--- config.mk ---
export PLATFORM = sky130hd
export DESIGN_NAME = cp0_exc_ctrl_flat
export DESIGN_NICKNAME = d
export VERILOG_FILES = /design/src/rtl/cp0_exc_ctrl_pkg.sv /design/src/rtl/cp0_exc_ctrl_if.sv /design/src/rtl/cp0_exc_ctrl_irq_sync.sv /design/src/rtl/cp0_exc_ctrl.sv /design/src/flat_wrapper.sv
export SDC_FILE = /design/constraint.sdc
export NUM_CORES = 1
export LEC_CHECK = 0
export ABC_AREA = 1
export BUFFER_PORTS_ARGS = -buffer_cell sky130_fd_sc_hd__buf_2
export CORE_MARGIN = 8
export CORE_UTILIZATION = 40
export DETAILED_ROUTE_END_ITERATION = 12
export GPL_TIMING_DRIVEN = 0
export PLACE_DENSITY = 0.8
export SKIP_LAST_GASP = 1
export SYNTH_ARGS = -nofsm -noshare
export SYNTH_HDL_FRONTEND = slang
export SYNTH_HIERARCHICAL = 1
export SYNTH_SLANG_ARGS = --single-unit
--- constraint.sdc ---
create_clock -name clk -period 1.7 [get_ports clk]
set_input_delay 0.34 -clock clk [delete_from_list [all_inputs] [get_ports clk]]
set_output_delay 0.34 -clock clk [all_outputs]
set_load 0.1 [all_outputs]
--- src/rtl/cp0_exc_ctrl_pkg.sv ---
// cp0_exc_ctrl_pkg: shared CP0 exception constants, Status bit map and sequencer states
package cp0_exc_ctrl_pkg;
    localparam logic [31:0] HANDLER_ADDR_DEF = 32'h0040_0004;
    localparam int ST_IE  = 0;
    localparam int ST_SYS = 1;
    localparam int ST_BRK = 2;
    localparam int ST_TEQ = 3;
    localparam int ST_INT = 4;
    localparam logic [4:0] EXC_INT = 5'd0;
    localparam logic [4:0] EXC_SYS = 5'd8;
    localparam logic [4:0] EXC_BRK = 5'd9;
    localparam logic [4:0] EXC_TEQ = 5'd13;
    typedef enum logic [2:0] {S_IDLE, S_TRAP, S_TREDIR, S_ERET, S_EREDIR} state_t;
    function automatic logic [31:0] make_cause(input logic [4:0] code, input logic [5:0] ip);
        return {16'b0, ip, 3'b0, code, 2'b0};
    endfunction
endpackage

--- src/rtl/cp0_exc_ctrl_if.sv ---
// cp0_exc_ctrl_if: core/CP0 side signals of the exception sequencer
interface cp0_exc_ctrl_if #(parameter int N_IRQ = 6);
    logic              instr_done;
    logic              is_syscall;
    logic              is_break;
    logic              is_teq_taken;
    logic              is_eret;
    logic [31:0]       pc;
    logic [31:0]       next_pc;
    logic [N_IRQ-1:0]  irq;
    logic [31:0]       status;
    logic [31:0]       epc;
    logic              exception;
    logic              eret;
    logic [31:0]       cause;
    logic [31:0]       exc_pc;
    logic              redirect_valid;
    logic [31:0]       redirect_pc;
    logic              stall;
    modport master (
        output instr_done, is_syscall, is_break, is_teq_taken, is_eret,
        output pc, next_pc, irq, status, epc,
        input  exception, eret, cause, exc_pc, redirect_valid, redirect_pc, stall
    );
    modport slave (
        input  instr_done, is_syscall, is_break, is_teq_taken, is_eret,
        input  pc, next_pc, irq, status, epc,
        output exception, eret, cause, exc_pc, redirect_valid, redirect_pc, stall
    );
endinterface

--- src/rtl/cp0_exc_ctrl_irq_sync.sv ---
// cp0_exc_ctrl_irq_sync: multi-flop synchronizer for the external interrupt lines
module cp0_exc_ctrl_irq_sync #(
    parameter int N      = 6,
    parameter int STAGES = 2
) (
    input  logic         clk,
    input  logic         rst,
    input  logic [N-1:0] d,
    output logic [N-1:0] q
);
    logic [STAGES*N-1:0] sh;
    always_ff @(posedge clk or posedge rst)
        if (rst) sh <= '0;
        else     sh <= {sh[(STAGES-1)*N-1:0], d};
    assign q = sh[STAGES*N-1 -: N];
endmodule

--- src/rtl/cp0_exc_ctrl.sv ---
// cp0_exc_ctrl: boundary trap/eret/interrupt sequencer driving CP0 strobes and PC redirect
module cp0_exc_ctrl
    import cp0_exc_ctrl_pkg::*;
#(
    parameter logic [31:0] HANDLER_ADDR = HANDLER_ADDR_DEF,
    parameter int          SYNC_STAGES  = 2,
    parameter int          N_IRQ        = 6
) (
    input logic           clk,
    input logic           rst,
    cp0_exc_ctrl_if.slave bus
);
    localparam int IPW = (N_IRQ < 6) ? N_IRQ : 6;
    state_t st, nx;
    logic [N_IRQ-1:0] irq_s;
    logic [5:0] ip;
    logic ie, take_sys, take_brk, take_teq, take_int, sync_trap, trap_go, eret_go;
    logic [4:0] code;
    logic [31:0] cause_q, exc_pc_q;
    wire unused_status = &{1'b0, bus.status[31:5]};
    cp0_exc_ctrl_irq_sync #(.N(N_IRQ), .STAGES(SYNC_STAGES)) u_sync (
        .clk(clk), .rst(rst), .d(bus.irq), .q(irq_s)
    );
    always_comb begin
        ip = '0;
        ip[IPW-1:0] = irq_s[IPW-1:0];
    end
    // eret outranks a pending irq; the irq is picked up at the next boundary
    assign ie        = bus.status[ST_IE];
    assign take_sys  = bus.is_syscall   & ie & bus.status[ST_SYS];
    assign take_brk  = bus.is_break     & ie & bus.status[ST_BRK];
    assign take_teq  = bus.is_teq_taken & ie & bus.status[ST_TEQ];
    assign take_int  = ie & bus.status[ST_INT] & |irq_s;
    assign sync_trap = take_sys | take_brk | take_teq;
    assign trap_go   = (st == S_IDLE) & bus.instr_done & (sync_trap | (~bus.is_eret & take_int));
    assign eret_go   = (st == S_IDLE) & bus.instr_done & ~sync_trap & bus.is_eret;
    assign code      = take_sys ? EXC_SYS : take_brk ? EXC_BRK : take_teq ? EXC_TEQ : EXC_INT;
    always_ff @(posedge clk or posedge rst)
        if (rst) st <= S_IDLE;
        else     st <= nx;
    always_comb begin
        nx = (st == S_IDLE)  ? (trap_go ? S_TRAP : eret_go ? S_ERET : S_IDLE) :
             (st == S_TRAP)  ? S_TREDIR :
             (st == S_ERET)  ? S_EREDIR : S_IDLE;
    end
    always_ff @(posedge clk or posedge rst)
        if (rst) begin
            cause_q  <= '0;
            exc_pc_q <= '0;
        end else if (trap_go) begin
            cause_q  <= make_cause(code, ip);
            exc_pc_q <= sync_trap ? bus.pc : bus.next_pc;
        end
    always_comb begin
        bus.exception      = st == S_TRAP;
        bus.eret           = st == S_ERET;
        bus.redirect_valid = (st == S_TREDIR) | (st == S_EREDIR);
        bus.redirect_pc    = (st == S_TREDIR) ? HANDLER_ADDR : (st == S_EREDIR) ? bus.epc : '0;
        bus.stall          = (st != S_IDLE) | trap_go | eret_go;
        bus.cause          = cause_q;
        bus.exc_pc         = exc_pc_q;
    end
endmodule
--- src/flat_wrapper.sv ---
// flat-port wrapper written by rule: the top's interface ports become plain ports
module cp0_exc_ctrl_flat import cp0_exc_ctrl_pkg::*;
#(
    parameter logic [31:0] HANDLER_ADDR = HANDLER_ADDR_DEF,
    parameter int          SYNC_STAGES  = 2,
    parameter int          N_IRQ        = 6
)
  (clk, rst, bus_instr_done, bus_is_syscall, bus_is_break, bus_is_teq_taken, bus_is_eret, bus_pc, bus_next_pc, bus_irq, bus_status, bus_epc, bus_exception, bus_eret, bus_cause, bus_exc_pc, bus_redirect_valid, bus_redirect_pc, bus_stall);
  cp0_exc_ctrl_if #(.N_IRQ(N_IRQ)) bus_i ();
  input logic clk;
  input logic rst;
  input wire logic [$bits(bus_i.instr_done)-1:0] bus_instr_done;
  input wire logic [$bits(bus_i.is_syscall)-1:0] bus_is_syscall;
  input wire logic [$bits(bus_i.is_break)-1:0] bus_is_break;
  input wire logic [$bits(bus_i.is_teq_taken)-1:0] bus_is_teq_taken;
  input wire logic [$bits(bus_i.is_eret)-1:0] bus_is_eret;
  input wire logic [$bits(bus_i.pc)-1:0] bus_pc;
  input wire logic [$bits(bus_i.next_pc)-1:0] bus_next_pc;
  input wire logic [$bits(bus_i.irq)-1:0] bus_irq;
  input wire logic [$bits(bus_i.status)-1:0] bus_status;
  input wire logic [$bits(bus_i.epc)-1:0] bus_epc;
  output wire logic [$bits(bus_i.exception)-1:0] bus_exception;
  output wire logic [$bits(bus_i.eret)-1:0] bus_eret;
  output wire logic [$bits(bus_i.cause)-1:0] bus_cause;
  output wire logic [$bits(bus_i.exc_pc)-1:0] bus_exc_pc;
  output wire logic [$bits(bus_i.redirect_valid)-1:0] bus_redirect_valid;
  output wire logic [$bits(bus_i.redirect_pc)-1:0] bus_redirect_pc;
  output wire logic [$bits(bus_i.stall)-1:0] bus_stall;
  assign bus_i.instr_done = bus_instr_done;
  assign bus_i.is_syscall = bus_is_syscall;
  assign bus_i.is_break = bus_is_break;
  assign bus_i.is_teq_taken = bus_is_teq_taken;
  assign bus_i.is_eret = bus_is_eret;
  assign bus_i.pc = bus_pc;
  assign bus_i.next_pc = bus_next_pc;
  assign bus_i.irq = bus_irq;
  assign bus_i.status = bus_status;
  assign bus_i.epc = bus_epc;
  assign bus_exception = bus_i.exception;
  assign bus_eret = bus_i.eret;
  assign bus_cause = bus_i.cause;
  assign bus_exc_pc = bus_i.exc_pc;
  assign bus_redirect_valid = bus_i.redirect_valid;
  assign bus_redirect_pc = bus_i.redirect_pc;
  assign bus_stall = bus_i.stall;
  cp0_exc_ctrl #(.HANDLER_ADDR(HANDLER_ADDR), .SYNC_STAGES(SYNC_STAGES), .N_IRQ(N_IRQ)) u_core (.clk(clk), .rst(rst), .bus(bus_i));
endmodule
# After elaboration in Yosys (flattened, before gate mapping)
# Index checks and enable logic that the tools add are counted.
# word_totals
register_bits	58
latchBits	0
mem_bits_rw	0
romBits	0
in_bits	141
output_inout_bits	100
word_cells	43
mem_count	0
# classes
add_sub_neg	0
mul	0
n_div	0
n_lt_le_gt_ge	0
n_eq_ne	4
shifts	0
n_mux	11
bitwise_logic	21
n_reduce_logical	3
# op_table
op	count
$mux W32	3
$and A1 B1 Y1	13
$mux W3	4
$mux W5	2
$eq A3 B2 Y1 const B	2
$or A1 B1 Y1	6
$reduce_or A6 Y1	1
$mux W4	1
$eq A3 B1 Y1 const B	1
$eq A3 B3 Y1 const B	1
$logic_not A3 Y1	1
$reduce_bool A3 Y1	1
$mux W2	1
$not A1 Y1	2

# Logic depth before layout (Yosys ltp)
# Gate-level depths: netlist of run 1.
# logic_depth
word_depth	10
ltp_mapped	9

# By module
# Netlist of run 1, hierarchy kept.
# by_module_without_submodules
module	instances	cells_each	area_each_um2
cp0_exc_ctrl	1	418	2810.2
cp0_exc_ctrl_irq_sync	1	19	349.1

# Worst setup path before layout of run 1
# OpenSTA, ideal clock, no wires.
# synth_path
kind	register to output
startpoint	register u_core.st[0]
endpoint	output bus_redirect_pc[10]
arrival_time_ps	2113
required_time_ps	1360
slack_ps	-753
stages_incl_launch_ff	5
path_cell_list	dfrtp_1 > nor2_4 > nand2_1 > clkbuf_1 > nor2_1
# synth_via
elab_chain_len	3
elab_cells_between_ends	4
classes_between	eq/ne: 2; mux: 2
# synth_lines
element	line	source
from (decl)	cp0_exc_ctrl.sv:14	state_t st, nx;
from (signal assigned)	cp0_exc_ctrl.sv:40	else st <= nx;
$eq A3 B3 Y1	cp0_exc_ctrl.sv:58	bus.redirect_pc = (st == S_TREDIR) ? HANDLER_ADDR : (st == S_EREDIR) ? bus.epc : '0;
$mux W32	cp0_exc_ctrl.sv:58	
$mux W32 (*)	cp0_exc_ctrl.sv:58	
to (decl)	flat_wrapper.sv:27	output wire logic [$bits(bus_i.redirect_pc)-1:0] bus_redirect_pc;
# Every way passes the cells marked *; elsewhere a longest branch is shown, timed or not.

# Worst setup path after layout of run 1
# layout_path
startpoint	register u_core.st[0]
endpoint	output bus_redirect_pc[0]
# Same word-level chain as after synthesis.

==> run_results.csv, run 1 <==
group,metric,value,unit
floorplan,core-area,7687,um2
timing,rsz0062_at_grt,"yes",
timing,hold_violations,0,
clocking,clockRootBuffer,"clkbuf_8",
floorplan,dieArea,11000,um2
global_routing,grt_pass1_vias,3836,
setup_path,cp.required,1360,ps
synth,ys_warn_count,6,
global_routing,grt_pass1_wl,21170,um
timing,worst_slack,-296.2,ps
synth,ys_ff_latch,56,
setup_path,critical_path_class,"reg2out",
layout,finalNonFillerCells,771,
status,status,"finished with violations",
synth,ys_types,16,
timing,setup_viol_count_final,55,
layout,drive_gt1_share,46.71,%
setup_path,worst-path-buf-inv,2,
setup_path,path_cells,"nor2_4 -> nand2_4 -> clkbuf_16 -> nor2_4 -> buf_12",
clocking,clock_latency,300,ps
drt,dr.pass1.iters,5,
placement,io_buffers,190,
global_routing,grt_max_degree,45,
setup_path,crit_family,"simple AND/OR/NAND/NOR gates",
setup_path,slowest_delay,460,ps
layout,layout_commonest_cell,"buf_2",
layout,final_core_util,71.26,%
global_routing,grtUsageMet1,26.82,%
setup_path,r2r_end,"u_core/bus.exc_pc[21]",
placement,dpl-instance-area,4603,um2
timing,finalSetupTns,-10170,ps
drt,routed_wl,14480,um
global_routing,grt-ovfl-total,0,
drt,drtIter0Drc,221,
placement,dp.cells,752,
global_routing,antenna_found_initial,1,
timing,fin_crit_sh,117.4,%
floorplan,die_y,104.9,um
layout,area_delta_synth_final,73.39,%
floorplan,io_pins,241,
drt,drc,0,
setup_path,endpoint_kind,"output pin",
setup_path,crit_arrival,1660,ps
clocking,clockBufferDepth,2,
placement,hpwl,9156,um
floorplan,std_cell_rows,32,
clocking,cts_made_buffers,5,
setup_path,reg2regPathDepth,10,
floorplan,start_util,41.10,%
power_and_ir_drop,ir_drop,1.658,mV
timing,fin_skew,6.181,ps
clocking,clkTransAtPathRegs,100,ps
timing,slew_viol_final,0,
timing,slew_headroom,66.09,%
synth,syn_inst,437,
timing,period_minus_slack,1996,ps
setup_path,cp-start-kind,"register",
synth,synth_area_per_cell,7.229,um2
layout,fill_cells,543,
drt,vias_per_cell,5.009,
status,violations,"negative setup slack",
timing,worst_pin_slew,508.7,ps
drt,ant_nets,0,
power_and_ir_drop,p_per_area,1760,nW/um2
floorplan,die_x,104.9,um
power_and_ir_drop,power.total,9.641,mW
drt,vias,3862,
synth,netlist_area,3159,um2
setup_path,cp_max_fo,10,
global_routing,met2_usage,44.34,%
min_path,hold_class,"in2async",
layout,nNetsFinal,809,
setup_path,cpMaxStageDelayCell,"dfrtp_2",
setup_path,reg2reg_slack,-180,ps
global_routing,globalRouteTotalUtil,23.70,%
synth,synth-seq-area-share,44.36,%
placement,gp_congestion,0.8195,
clocking,cts_max_level,2,
timing,max_freq,0.5009,GHz
clocking,cts_hold_buf,0,
global_routing,grt_util_met3,5.467,%
clocking,clkSinkCount,56,
drt,wl_per_cell,18.78,um
layout,finalInstanceArea,5478,um2
global_routing,grt.busiest_layer,"met2",
setup_path,cpMostUsedCell,"nor2_4",
power_and_ir_drop,p_leak,3.076,nW
run,maxCapViolCount,0,
layout,final_cell_mix,"buf_2 (159), nand2_1 (151), dfrtp_1 (53), nand3_1 (44), buf_4 (43)",
clocking,cts_tree,"done",
setup_path,r2r-start,"u_core/st[0]",
[cell families after synthesis]
family,synth area share (%)
simple gates,39.92
compound gates,0.1583
flops,44.36
other cells,0.1187
buf+inv,15.45
[through the flow]
step                hold WS [ps]  setup WS [ps]
detailed placement         334.7         -296.9
floorplan                  204.7         -318.8
CTS                        37.80         -203.7
global placement           332.4         -292.2
finish                     26.03         -296.2
global route               72.89         -331.4
[cell type report]
cell class,count,area [um2],share of cell area [%]
Sequential cell,56,1405,25.65
Multi-Input combinational cell,309,1643,29.99
Inverter,38,142.6,2.604
Buffer,56,431.7,7.880
Antenna cell,1,2.502,0.04568
Tap cell,102,127.6,2.330
Timing Repair Buffer,202,1597,29.15
Clock buffer,5,68.82,1.256
Clock inverter,2,60.06,1.096
[cell usage after synthesis, drive strengths merged]
master    n  area [um2]
buf      38       277.8
clkbuf   18       67.56
conb      1       3.750
dfrtp    56        1401
inv      38       142.6
nand2   160       605.6
nand3    52       285.3
nand4    32       200.2
nor2     40       165.2
nor3      1       5.000
o21ai     1       5.000
[layer usage]
layer	vias up	routed length [um]
met3	41	1173
met2	257	7570
met4	0	516
met1	1786	5222
li1	1778	-
met5	-	0
[worst max path at each step]
stage	start	to	slack (ps)	depth (start not counted)
2_1_floorplan	u_core/st[0]	bus_redirect_pc[10]	-320	4
3_3_place_gp	bus_status[0]	bus_stall	-290	7
3_5_place_dp	bus_status[0]	bus_stall	-300	7
4_1_cts	u_core/st[1]	bus_redirect_pc[20]	-200	5
5_1_grt	u_core/st[0]	bus_redirect_pc[0]	-330	5
6_report	u_core/st[0]	bus_redirect_pc[0]	-300	5
[report_power, final]
| part | total (mW) | leakage (nW) | internal, mW | switching (mW) |
|---|---|---|---|---|
| clock network | 0.999 | 0.0642 | 0.580 | 0.419 |
| registers | 2.09 | 0.688 | 1.81 | 0.286 |
| logic | 6.55 | 2.32 | 1.24 | 5.31 |
| total | 9.64 | 3.08 | 3.62 | 6.02 |
[flip-flops by register name (all words and copies together), names as in the netlist]
register / flops
u_core/bus.cause: 9
u_core/bus.exc_pc: 32
u_core/st: 3
u_core/u_sync/sh: 12
[what timing repair did]
action                                 4_1_cts  5_1_grt
resized for setup                          144       46
pin swaps                                    3        4
endpoints found under the hold margin        0        0
gates cloned                                 0        1
setup buffers                                3        7
setup endpoints to repair                   54       77
Note: power is estimated with default switching activity, not from simulation.
==> run 2, diff against run 1 <==
--- a/config.mk
+++ b/config.mk
@@ -11,9 +11,8 @@
 export CORE_UTILIZATION = 40
 export DETAILED_ROUTE_END_ITERATION = 12
 export GPL_TIMING_DRIVEN = 0
-export PLACE_DENSITY = 0.8
+export PLACE_DENSITY = 0.81
 export SKIP_LAST_GASP = 1
 export SYNTH_ARGS = -nofsm -noshare
 export SYNTH_HDL_FRONTEND = slang
-export SYNTH_HIERARCHICAL = 1
 export SYNTH_SLANG_ARGS = --single-unit
==> run 2 against run 1 <==
Against the previous run:
- the run still ends with negative setup slack left
- sequential share of layout area increased by 0.053 points
- non-clock buffer count decreased by 3
- clock skew increased by 2.8 ps
- critical path type unchanged
- critical endpoint is now bus_redirect_pc[1]
- highest routed layer unchanged
==> run_results.csv, run 2 <==
group,metric,value,unit
setup_path,slowest_delay,420,ps
drt,dr.pass1.iters,4,
setup_path,cpMostUsedCell,"nor2_4",
synth,syn_inst,428,
synth,yosysTopAreaCell,"dfrtp_1",
setup_path,worst-path-buf-inv,2,
global_routing,grt_max_degree,57,
synth,yosysMostFrequentCell,"nand2_1",
power_and_ir_drop,p_leak,3.060,nW
global_routing,grt_pass1_vias,3959,
setup_path,endpoint_kind,"output pin",
placement,dpl-instance-area,4527,um2
placement,gp_congestion,0.8684,
power_and_ir_drop,p_per_area,1721,nW/um2
synth,ys.flop_type,"dfrtp_1",
setup_path,cp.required,1360,ps
timing,finalSetupTns,-5904,ps
floorplan,io_pins,241,
clocking,clockRootBuffer,"clkbuf_8",
synth,ys_types,16,
placement,hpwl,9109,um
placement,io_buffers,190,
drt,ant_nets,0,
clocking,cts_max_level,2,
timing,slew_viol_final,0,
timing,worst_hold_slack,135.1,ps
layout,n_antenna_cell,0,
drt,vias_per_cell,4.724,
drt,vias,3614,
placement,pre_cts_slack,-571.6,ps
timing,period_minus_slack,1917,ps
layout,area_delta_synth_final,76.65,%
layout,nNetsFinal,803,
timing,max_freq,0.5217,GHz
synth,synth-async-reset-ratio,100.0,%
clocking,cts_hold_buf,0,
setup_path,path_cells,"nor2_4 -> nand2_4 -> clkbuf_16 -> nor2_4 -> buf_12",
layout,final_cell_mix,"buf_2 (158), nand2_1 (152), dfrtp_1 (54), nand3_1 (45), buf_4 (39)",
synth,synth-seq-area-share,45.33,%
synth,netlist_area,3092,um2
floorplan,core-area,7607,um2
layout,fill_cells,601,
clocking,clkTransAtPathRegs,100,ps
drt,drc,0,
layout,layout_commonest_cell,"buf_2",
global_routing,grt-ovfl-total,0,
floorplan,dieArea,10800,um2
clocking,clkSinkCount,56,
synth,synth_area_leaders,"dfrtp_1 (45%), nand2_1 (19%), nand3_1 (8.1%)",
timing,fin_crit_sh,112.8,%
setup_path,crit_family,"simple AND/OR/NAND/NOR gates",
synth,ys_ff_latch,56,
layout,finalInstanceArea,5461,um2
status,violations,"negative setup slack",
clocking,clock_latency,300,ps
timing,hold_violations,0,
run,maxCapViolCount,0,
timing,fin_skew,9.014,ps
layout,drive_gt1_share,46.15,%
global_routing,antenna_found_initial,0,
timing,rsz0062_at_grt,"yes",
synth,synth_area_per_cell,7.224,um2
global_routing,grt_pass1_wl,19930,um
clocking,clockBufferDepth,2,
floorplan,die_y,103.9,um
setup_path,cp-start-kind,"register",
min_path,hold_class,"in2reg",
global_routing,globalRouteTotalUtil,22.28,%
floorplan,std_cell_rows,32,
layout,final_core_util,71.79,%
setup_path,critical_path_class,"reg2out",
timing,worst_slack,-217.0,ps
timing,worst_pin_slew,1171,ps
drt,routed_wl,12460,um
synth,synth_top_area_share,45.33,%
status,status,"finished with violations",
floorplan,die_x,103.9,um
synth,synth_edf_count,0,
floorplan,start_util,40.64,%
setup_path,cpMaxStageDelayCell,"dfrtp_1",
layout,largest_reg_flops,32,
synth,ys_warn_count,0,
clocking,cts_tree,"done",
drt,drtIter0Drc,134,
setup_path,cp_max_fo,7,
power_and_ir_drop,ir_drop,1.484,mV
timing,slew_headroom,21.74,%
timing,setup_viol_count_final,33,
drt,wl_per_cell,16.28,um
setup_path,crit_arrival,1580,ps
clocking,cts_made_buffers,5,
synth,synthTopCellsByCount,"nand2_1 (159), dfrtp_1 (56), nand3_1 (50), nor2_1 (38), inv_1 (35)",
==> run 2: area by class of cell <==
cell class,instances,area (um2),area share [%]
clock inverter,2,38.79,0.7102
sequential,56,1404,25.70
timing repair buffer,205,1627,29.78
inverter,35,135.1,2.474
tap,102,127.6,2.337
clock buffer,6,72.57,1.329
buffer,50,394.1,7.216
multi-input combinational,309,1663,30.45
==> run 2: logic make-up (layout without fill, tap and decap cells) <==
logic type	count (synthesis)	in the layout	synth area share, %
flops	56	56	45.33
compound gates	1	1	0.1617
other cells	1	23	0.1213
buf+inv	85	298	14.08
simple gates	285	285	40.31
==> run 2: power by group <==
part / internal (mW) / switching, mW
clock: 0.446 / 0.420
sequential: 1.80 / 0.282
combinational: 1.26 / 5.19
total: 3.51 / 5.89
==> run 2: repair_timing <==
item	in CTS	in global routing
gates resized for setup	164	24
gates cloned	3	0
pin swaps	11	2
buffers inserted	10	2
endpoints found under the setup margin	62	76
==> run 2: per-layer routing <==
metal	share of wire, %	vias up	track usage [%]	wire length [um]
met5	0	-	0	0
met4	1.0	0	4.654	124
met1	39	1638	24.97	4817
met2	52	199	40.70	6474
li1	-	1765	-	-
met3	8.4	12	6.444	1041
==> run 2: metrics by stage <==
| step | power, mW | cells |
|---|---|---|
| 2_1_floorplan | 7.022 | 450 |
| 3_3_place_gp | 7.982 | 742 |
| 3_5_place_dp | 8.059 | 742 |
| 4_1_cts | 9.365 | 763 |
| 5_1_grt | 9.748 | 765 |
| 6_report | 9.400 | 765 |
==> run 2: worst paths after layout <==
kind | depth (start not counted) | start | end | slack [ps]
worst min register to register | 0 | u_core.u_sync.sh[3] | u_core.u_sync.sh[9] | 360
max in group asynchronous | 2 | rst | u_core.st[1] | 720
min in group asynchronous | 2 | rst | u_core.bus.exc_pc[23] | 310
worst max-delay path | 5 | u_core.st[0] | bus_redirect_pc[1] | -220
worst min-delay path | 1 | bus_irq[3] | u_core.u_sync.sh[3] | 140
worst max register to register | 11 | u_core.st[0] | u_core.bus.exc_pc[0] | 0
==> run 3, diff against run 2 <==
--- a/config.mk
+++ b/config.mk
@@ -12,6 +12,7 @@
 export DETAILED_ROUTE_END_ITERATION = 12
 export GPL_TIMING_DRIVEN = 0
 export PLACE_DENSITY = 0.81
+export SETUP_SLACK_MARGIN = 0.3
 export SKIP_LAST_GASP = 1
 export SYNTH_ARGS = -nofsm -noshare
 export SYNTH_HDL_FRONTEND = slang
==> run 3 against run 2 <==
Against the previous run:
- global-route usage increased by 0.37 points
- power increased by 8.4%
- cell area increased by 11%
- the run still ends with negative setup slack left
- largest cell class unchanged
- via count increased by 4.2%
- critical endpoint is now bus_redirect_pc[0]
- core utilization increased by 7.7 points
==> run_results.csv, run 3 (same netlist as run 2, synthesis figures left out) <==
group,metric,value,unit
status,status,"finished with violations",
status,violations,"negative setup slack",
global_routing,grt_pass1_wl,20170,um
drt,wl_per_cell,16.95,um
clocking,clock_latency,310,ps
placement,pre_cts_slack,-455.9,ps
global_routing,globalRouteTotalUtil,22.65,%
placement,hpwl,9149,um
min_path,hold_class,"in2async",
setup_path,critical_path_class,"reg2out",
setup_path,cpMostUsedCell,"nor2_4",
floorplan,start_util,40.64,%
placement,io_buffers,190,
global_routing,grt.busiest_layer,"met2",
layout,final_cell_mix,"buf_2 (117), nand2_1 (116), buf_4 (81), dfrtp_1 (54), buf_12 (38)",
global_routing,antenna_found_initial,1,
power_and_ir_drop,ir_drop,1.288,mV
power_and_ir_drop,p_leak,3.330,nW
layout,drive_gt1_share,54.96,%
timing,worst_slack,-193.2,ps
clocking,cts_max_level,2,
drt,routed_wl,13170,um
layout,area_delta_synth_final,95.67,%
setup_path,slowest_delay,440,ps
timing,worst_pin_slew,506.0,ps
run,maxCapViolCount,0,
clocking,cts_tree,"done",
global_routing,grt_pass1_vias,3786,
timing,finalSetupTns,-7112,ps
timing,worst_hold_slack,47.17,ps
setup_path,path_cells,"nor2_4 -> nand2_4 -> clkbuf_16 -> nor2_4 -> buf_12",
timing,period_minus_slack,1893,ps
timing,fin_skew,10.36,ps
floorplan,dieArea,10800,um2
layout,largest_reg_flops,32,
drt,drc,0,
drt,ant_nets,0,
setup_path,crit_arrival,1550,ps
floorplan,io_pins,241,
drt,dr.pass1.iters,4,
timing,fin_crit_sh,111.4,%
clocking,cts_made_buffers,5,
clocking,cts_hold_buf,0,
timing,slew_headroom,66.20,%
layout,fill_cells,478,
clocking,clockBufferDepth,2,
global_routing,grt_util_met3,6.753,%
timing,setup_viol_count_final,71,
setup_path,endpoint_kind,"output pin",
layout,finalNonFillerCells,777,
timing,slew_viol_final,0,
floorplan,core-area,7607,um2
layout,layout_commonest_cell,"buf_2",
global_routing,met2_usage,40.15,%
setup_path,cp-start-kind,"register",
setup_path,cp.required,1360,ps
setup_path,cp_max_fo,10,
clocking,clockRootBuffer,"clkbuf_8",
setup_path,cpMaxStageDelayCell,"dfrtp_2",
placement,dp.cells,742,
drt,vias,3766,
power_and_ir_drop,p_per_area,1684,nW/um2
global_routing,grtUsageMet1,26.45,%
timing,hold_violations,0,
drt,drtIter0Drc,134,
placement,gp_congestion,0.8581,
clocking,clkTransAtPathRegs,100,ps
timing,rsz0062_at_grt,"yes",
floorplan,std_cell_rows,32,
layout,n_antenna_cell,0,
floorplan,die_x,103.9,um
global_routing,grt-ovfl-total,0,
layout,final_core_util,79.52,%
floorplan,die_y,103.9,um
clocking,clkSinkCount,56,
layout,nNetsFinal,815,
drt,vias_per_cell,4.847,
timing,max_freq,0.5282,GHz
global_routing,grt_max_degree,57,
run 3: final timing paths:
kind,slack (ps),startpoint,cells after the start,end
setup / recovery,-190,u_core.st[1],5,bus_redirect_pc[0]
min in group clk,130,bus_irq[0],1,u_core.u_sync.sh[0]
hold reg to reg,360,u_core.u_sync.sh[4],0,u_core.u_sync.sh[10]
setup reg to reg,-90,u_core.st[1],11,u_core.bus.cause[10]
hold / removal,50,rst,2,u_core.bus.exc_pc[21]
max in group asynchronous,1100,rst,3,u_core.st[1]
run 3: report_power, final:
part	switching [mW]	leakage, nW	internal (mW)
logic	5.32	2.57	1.69
clock network	0.438	0.0687	0.593
registers	0.350	0.690	1.80
total	6.10	3.33	4.08
run 3: metal layers:
metal | wire (um) | part of all wire [%]
met1 | 5092 | 39
met2 | 6807 | 52
met3 | 1095 | 8.3
met4 | 164 | 1.2
met5 | 8 | 0.061
run 3: cell type report:
type                            count  area (um2)  area share, %
Clock inverter                      3       68.82          1.138
Buffer                             50       436.7          7.218
Inverter                           35       135.1          2.234
Timing Repair Buffer              217        1928          31.87
Sequential cell                    56        1404          23.21
Clock buffer                        5       68.82          1.138
Multi-Input combinational cell    309        1881          31.09
Tap cell                          102       127.6          2.110
run 3: worst max-delay path, delay by kind of cell, from the launching register on:
family,cells,cell delay [ps]
buffers and inverters,2,390
and+or+nand+nor,3,410
DFF,1,440
run 3: per-stage QoR:
stage               instance area, um2  total power [mW]
floorplan                         3535             7.080
global placement                  4613             8.036
detailed placement                4613             8.111
CTS                               5607             9.909
global route                      6050             10.51
finish                            6050             10.19
run 3: repair_timing:
item / in CTS / in global routing
setup endpoints to repair: 118 / 77
setup buffers: 14 / 6
resized for setup: 212 / 73
cloned: 1 / 5
hold endpoints to repair: 0 / 0
pin swaps: 5 / 17
